--- config.mk ---
export PLATFORM = sky130hd
export DESIGN_NAME = iiitb_rtc_set_ctrl
export DESIGN_NICKNAME = d
export VERILOG_FILES = /design/src/rtl/iiitb_rtc_pkg.sv /design/src/rtl/iiitb_bcd2.sv /design/src/rtl/iiitb_rtc_set_ctrl.sv
export SDC_FILE = /design/constraint.sdc
export NUM_CORES = 1
export LEC_CHECK = 0
export CAP_MARGIN = 20
export CORE_ASPECT_RATIO = 1.4
export CORE_MARGIN = 3
export CORE_UTILIZATION = 45
export DETAILED_ROUTE_END_ITERATION = 6
export GPL_TIMING_DRIVEN = 0
export MAX_ROUTING_LAYER = met4
export PLACE_DENSITY_LB_ADDON = 0.1
export RECOVER_POWER = 50
export SLEW_MARGIN = 40
export SYNTH_ARGS = -nofsm -noshare
export SYNTH_HDL_FRONTEND = slang
export SYNTH_SLANG_ARGS = --single-unit
--- constraint.sdc ---
create_clock -name clk -period 2.75 [get_ports clk]
set_clock_uncertainty 0.1 [all_clocks]
set_input_delay 0.275 -clock clk [delete_from_list [all_inputs] [get_ports clk]]
set_output_delay 0.275 -clock clk [all_outputs]
set_load 0.05 [all_outputs]
--- src/rtl/iiitb_rtc_pkg.sv ---
// Shared RTC definitions: set-mode state codes, BCD field limits and the BCD increment helper.
package iiitb_rtc_pkg;

    localparam logic [2:0] ST_RUN     = 3'd0;
    localparam logic [2:0] ST_SET_HR  = 3'd1;
    localparam logic [2:0] ST_SET_MIN = 3'd2;
    localparam logic [2:0] ST_SET_SEC = 3'd3;
    localparam logic [2:0] ST_ALM_HR  = 3'd4;
    localparam logic [2:0] ST_ALM_MIN = 3'd5;

    localparam logic [7:0] HR_MAX = 8'h23;
    localparam logic [7:0] MS_MAX = 8'h59;

    // Two-digit BCD increment that wraps to 00 once the field limit is reached.
    function automatic logic [7:0] bcd_inc(input logic [7:0] val, input logic [7:0] lim);
        logic [7:0] res;
        if (val == lim)
            res = 8'h00;
        else if (val[3:0] == 4'd9)
            res = {val[7:4] + 4'd1, 4'd0};
        else
            res = {val[7:4], val[3:0] + 4'd1};
        return res;
    endfunction

    function automatic logic [2:0] next_field(input logic [2:0] st);
        return (st == ST_ALM_MIN) ? ST_RUN : st + 3'd1;
    endfunction

endpackage

--- src/rtl/iiitb_bcd2.sv ---
// Two-digit BCD register with increment/clear; wrap flags the increment that rolls it to 00.
module iiitb_bcd2
    import iiitb_rtc_pkg::*;
(
    input  logic       clk,
    input  logic       rst,
    input  logic       inc,
    input  logic       clr,
    input  logic [7:0] max,
    output logic [3:0] tens,
    output logic [3:0] units,
    output logic       wrap
);

    logic [7:0] val_q, val_d;

    // NOTE: val_d gets a default first so no path through this block can infer a latch.
    always_comb begin
        val_d = val_q;
        if (clr)
            val_d = 8'h00;
        else if (inc)
            val_d = bcd_inc(val_q, max);
    end

    // NOTE: sequential state uses non-blocking assignments with a synchronous reset.
    always_ff @(posedge clk) begin
        if (rst)
            val_q <= 8'h00;
        else
            val_q <= val_d;
    end

    assign tens  = val_q[7:4];
    assign units = val_q[3:0];
    assign wrap  = inc && !clr && (val_q == max);

endmodule

--- src/rtl/iiitb_rtc_set_ctrl.sv ---
// RTC time-keeping / time-set controller: BCD time and alarm registers, set-mode FSM,
// idle auto-exit timer and timed alarm output.
module iiitb_rtc_set_ctrl
    import iiitb_rtc_pkg::*;
#(
    parameter int ALARM_SECS = 60,
    parameter int AUTO_EXIT  = 30
) (
    input  logic       clk,
    input  logic       rst,
    input  logic       tick,
    input  logic       btn_mode,
    input  logic       btn_inc,
    input  logic       alarm_en,
    output logic [3:0] hrm,
    output logic [3:0] hrl,
    output logic [3:0] minm,
    output logic [3:0] minl,
    output logic [3:0] secm,
    output logic [3:0] secl,
    output logic [3:0] alm_hrm,
    output logic [3:0] alm_hrl,
    output logic [3:0] alm_minm,
    output logic [3:0] alm_minl,
    output logic [2:0] field_sel,
    output logic       alarm_fire
);

    localparam logic [7:0] ALARM_LIM = 8'(ALARM_SECS);
    localparam logic [7:0] IDLE_LIM  = 8'(AUTO_EXIT);

    logic [2:0] state_q, state_d;
    logic [7:0] idle_q, idle_d;
    logic [7:0] alm_cnt_q, alm_cnt_d;
    logic       fire_q, fire_d;

    logic       in_run, run_tick, inc_p, any_btn;
    logic       sec_wrap, min_wrap, hr_wrap, alm_hr_wrap, alm_min_wrap;
    logic       sec_clr, min_inc, hr_inc;
    logic [7:0] next_min, next_hr;
    logic       alarm_hit;

    assign in_run   = (state_q == ST_RUN);
    assign run_tick = in_run && tick;
    assign inc_p    = btn_inc && !btn_mode;
    assign any_btn  = btn_mode || btn_inc;

    // In RUN the wrap outputs chain the carry; in set states only btn_inc touches a field.
    assign sec_clr = (state_q == ST_SET_SEC) && inc_p;
    assign min_inc = in_run ? sec_wrap : ((state_q == ST_SET_MIN) && inc_p);
    assign hr_inc  = in_run ? min_wrap : ((state_q == ST_SET_HR) && inc_p);

    iiitb_bcd2 u_sec (.clk(clk), .rst(rst), .inc(run_tick), .clr(sec_clr), .max(MS_MAX),
                      .tens(secm), .units(secl), .wrap(sec_wrap));
    iiitb_bcd2 u_min (.clk(clk), .rst(rst), .inc(min_inc), .clr(1'b0), .max(MS_MAX),
                      .tens(minm), .units(minl), .wrap(min_wrap));
    iiitb_bcd2 u_hr  (.clk(clk), .rst(rst), .inc(hr_inc), .clr(1'b0), .max(HR_MAX),
                      .tens(hrm), .units(hrl), .wrap(hr_wrap));
    iiitb_bcd2 u_alm_hr  (.clk(clk), .rst(rst), .inc((state_q == ST_ALM_HR) && inc_p),
                          .clr(1'b0), .max(HR_MAX),
                          .tens(alm_hrm), .units(alm_hrl), .wrap(alm_hr_wrap));
    iiitb_bcd2 u_alm_min (.clk(clk), .rst(rst), .inc((state_q == ST_ALM_MIN) && inc_p),
                          .clr(1'b0), .max(MS_MAX),
                          .tens(alm_minm), .units(alm_minl), .wrap(alm_min_wrap));

    // Day rollover and alarm-field wraps need no further action.
    logic unused_wraps;
    assign unused_wraps = hr_wrap ^ alm_hr_wrap ^ alm_min_wrap;

    // The new time can only read hh:mm:00 when seconds wrap, so compare the post-tick hh:mm.
    assign next_min  = bcd_inc({minm, minl}, MS_MAX);
    assign next_hr   = min_wrap ? bcd_inc({hrm, hrl}, HR_MAX) : {hrm, hrl};
    assign alarm_hit = sec_wrap && alarm_en &&
                       ({next_hr, next_min} == {alm_hrm, alm_hrl, alm_minm, alm_minl});

    always_comb begin
        state_d = state_q;
        idle_d  = idle_q;
        if (btn_mode) begin
            state_d = next_field(state_q);
            idle_d  = 8'd0;
        end else if (!in_run) begin
            if (btn_inc)
                idle_d = 8'd0;
            else if (tick) begin
                if (idle_q + 8'd1 == IDLE_LIM) begin
                    state_d = ST_RUN;
                    idle_d  = 8'd0;
                end else
                    idle_d = idle_q + 8'd1;
            end
        end
    end

    always_comb begin
        fire_d    = fire_q;
        alm_cnt_d = alm_cnt_q;
        if (alarm_hit) begin
            fire_d    = 1'b1;
            alm_cnt_d = 8'd0;
        end else if (fire_q) begin
            if (any_btn || !alarm_en) begin
                fire_d    = 1'b0;
                alm_cnt_d = 8'd0;
            end else if (tick) begin
                if (alm_cnt_q + 8'd1 == ALARM_LIM) begin
                    fire_d    = 1'b0;
                    alm_cnt_d = 8'd0;
                end else
                    alm_cnt_d = alm_cnt_q + 8'd1;
            end
        end
    end

    always_ff @(posedge clk) begin
        if (rst) begin
            state_q   <= ST_RUN;
            idle_q    <= 8'd0;
            alm_cnt_q <= 8'd0;
            fire_q    <= 1'b0;
        end else begin
            state_q   <= state_d;
            idle_q    <= idle_d;
            alm_cnt_q <= alm_cnt_d;
            fire_q    <= fire_d;
        end
    end

    assign field_sel  = state_q;
    assign alarm_fire = fire_q;

endmodule
==> results.md <==
- Pre-Repair DR Iteration Count: 4
- CP Capture Type: register
- CTS buffer count: 9
- Sequential share of the synthesized area: 30.36%
- Post-route ant nets: 0
- Initial core utilization: 47.41%
- Min Tclk post-route: 2.811 ns
- GP Congestion: 0.8867
- Yosys reg bits: 60
- Setup crit start kind: register
- Netlist Area Pre-Place: 0.003956 sq mm
- CTS tree: built
- Most frequent cells in the layout: nor2_1, clkdlybuf4s50_1, dfxtp_1
- Reg2reg end: alm_cnt_q[2]
- Most common cell after layout, fill and taps aside: nor2_1
- Failing checks: negative setup slack
- Reg2Reg Setup Slack: -0.06 ns
- Final Cycle Share: 102.2%
- Die height: 116.9 um
- Placed Area: 0.004621 sq mm
- Setup tns final: -0.3344 ns
- # IOs: 50
- Worst path required time: 2.88 ns
- PwrDens: 395.1 mW/mm^2
- Worst-Margin Slew: 0.6236 ns
- Gate Count Post-Synth: 491
- Die width: 85.25 um
- Post-synthesis net count: 522
- Unique masters post-synth: 64
- CP arrival: 2.94 ns
- Hold path cells: 2
- Max VDD drop: 266.8 uV
- Clock root cell: clkbuf_16
- Reg-to-reg startpoint: u_min.val_q[4]
- Core Area: 0.008344 sq mm
- Drt drc: 0
- Final setup margin: -0.06089 ns
- 1st-iter DRT viols: 125
- Worst Path Max Fanout: 9
- Via count: 3,769
- RSZ-0062 raised after global routing: yes
- CP Class: register to register
- Hold Path Class: register to register
- GR Overflow Total: 0
- Fin area: 0.005145 sq mm
- Drt total wl: 9908 um
- Syn_area_per_cell: 8.058 sq um
- Final Hold Vio Count: 0
- Hold_sp: u_min.val_q[1]
- Fmax: 355.8 MHz
- Post-synth ARST share: 0%
- Layout cells sized above 1: 16.58%
- Fin. max-slew vios: 0
- Post-synth EDFFs: 0
- Endpoints failing setup: 8
- Worst r2r path cells: 9
- CTS H-Tree Depth: 3
- Status: complete, but fails checks
- Hold-fix buffers, CTS: 0
- Maximum clock path buffer count: 2
- Synth-to-layout area growth: 30.04%
- Clock Sink Count: 60
- Worst relative slew slack: 58.25%
- Vias in the first global route: 3,620
- Post-DP HPWL: 7051 um
- Initial antenna violation count: 0
- Hold Path End: u_min.val_q[1]
- Worst-path clk slew: 0.05 ns
- Clock Latency Late Sink: 0.33 ns
- Yosys Warn Count: 0
- # rows: 39
- IO Port Bufs: 48
- Area of the die: 0.009969 sq mm
- ANT cells: 0
- Largest net degree at the start of global routing: 11
- Avg WL per Cell: 14.81 um
- Ys flop type: dfxtp_1
- First-pass GRT wire length: 16,550 um
- Max cap viols: 0
- Nets@finish: 593
- Vias/cell: 5.634
- Tot GR Track Use: 20.94%
- Leakage Power: 1.845 nW
-- cells in the mapped netlist (4+ instances only) --
cell type / number / area, sq um
or3_1: 8 / 50.05
ha_1: 25 / 312.8
and3_1: 8 / 50.05
o211ai_1: 6 / 45.04
a21oi_1: 44 / 220.2
nand2_1: 34 / 127.6
a311oi_1: 4 / 35.03
a31oi_1: 6 / 37.54
a211oi_1: 6 / 45.04
nand2b_1: 8 / 50.05
xor2_1: 15 / 131.4
o21ai_0: 23 / 115.1
nand3_1: 15 / 75.07
nor4_1: 4 / 25.02
nor3_1: 16 / 80.08
dfxtp_1: 60 / 1201
and3b_1: 8 / 70.07
inv_1: 20 / 75.07
and2_1: 4 / 25.02
nor2_1: 64 / 240.2
clkbuf_1: 14 / 52.55
nand4_1: 9 / 56.30
nor2b_1: 7 / 43.79
nand3b_1: 7 / 52.55
xnor2_1: 21 / 183.9
mux2i_1: 4 / 40.04
-- per-layer routing --
layer | part of all wire (%) | vias up | track usage [%]
li1 | - | 1914 | -
met1 | 45 | 1785 | 23.87
met2 | 51 | 59 | 36.15
met3 | 2.5 | 11 | 3.081
met4 | 1.7 | 0 | 9.715
met5 | 0 | - | -
-- layout make-up --
class | count | area, sq um
Fill cell | 771 | 3199
Timing Repair Buffer | 68 | 630.6
Sequential cell | 60 | 1242
Clock buffer | 14 | 254.0
Inverter | 20 | 75.07
Multi-Input combinational cell | 393 | 2766
Clock inverter | 2 | 10.01
Tap cell | 102 | 127.6
Buffer | 10 | 38.79
-- timing repair --
action                                  CTS  global route
endpoints found under the setup margin   18            16
gates resized for setup                  24            21
pin swaps                                11            11
setup buffers                             8            12
-- where the power goes --
| group | leakage, nW | internal [W] | total (W) | switching (W) |
|---|---|---|---|---|
| sequential | 0.494 | 0.000873 | 0.000884 | 0.0000117 |
| clock | 0.131 | 0.000631 | 0.00102 | 0.000385 |
| combinational | 1.22 | 0.0000477 | 0.000132 | 0.0000844 |
| total | 1.84 | 0.00155 | 0.00203 | 0.000481 |
-- sequential cells by signal (all words and copies together), names as in the netlist --
name             count
alarm_fire           1
alm_cnt_q            8
field_sel            3
idle_q               8
u_alm_hr.val_q       8
u_alm_min.val_q      8
u_hr.val_q           8
u_min.val_q          8
u_sec.val_q          8
-- worst max-delay path, stage by stage, from the launching register on --
cell and delay, ns:
dfxtp_2 0.42, ha_1 0.22, and3b_1 0.30, nand2_2 0.14
a211oi_2 0.25, mux2i_1 0.24, o2111ai_2 0.18, a2111oi_4 0.49
a21oi_4 0.16, and3b_1 0.20
-- metrics by stage --
stage / hold WS [ns] / power (W) / setup slack (ns) / std cells / utilization [%]
final: 0.3978 / 0.002033 / -0.06089 / 669 / 61.66
after global routing: 0.4325 / 0.002096 / -0.1613 / 669 / 61.66
after CTS: 0.3984 / 0.002059 / -0.07180 / 660 / 59.77
after detailed placement: 0.3933 / 0.001032 / -0.8593 / 641 / 55.38
after global placement: 0.3825 / 0.001029 / -0.8830 / 641 / 55.27
after floorplan: 0.3277 / 0.0009875 / -0.05477 / 491 / -
-- worst max-delay path by stage --
| stage | start | end | slack (ns) | cells after the start |
|---|---|---|---|---|
| 2_1_floorplan | field_sel[0] | alm_cnt_q[2] | -0.05 | 9 |
| 3_3_place_gp | tick | alm_cnt_q[2] | -0.88 | 9 |
| 5_1_grt | u_min.val_q[4] | alm_cnt_q[5] | -0.16 | 9 |
| 6_report | u_min.val_q[4] | alm_cnt_q[2] | -0.06 | 9 |
| 4_1_cts | field_sel[1] | alm_cnt_q[2] | -0.07 | 10 |
| 3_5_place_dp | tick | alm_cnt_q[2] | -0.86 | 9 |
-- kinds of logic after synthesis --
family / after synthesis / share of synthesized area [%]
simple gates: 207 / 27.96
compound gates: 119 / 20.21
flops: 60 / 30.36
buf+inv: 38 / 4.016
xor+xnor: 36 / 7.970
fa+ha+maj: 25 / 7.906
mux: 6 / 1.581
No activity file was read; power rests on OpenSTA's default activity.
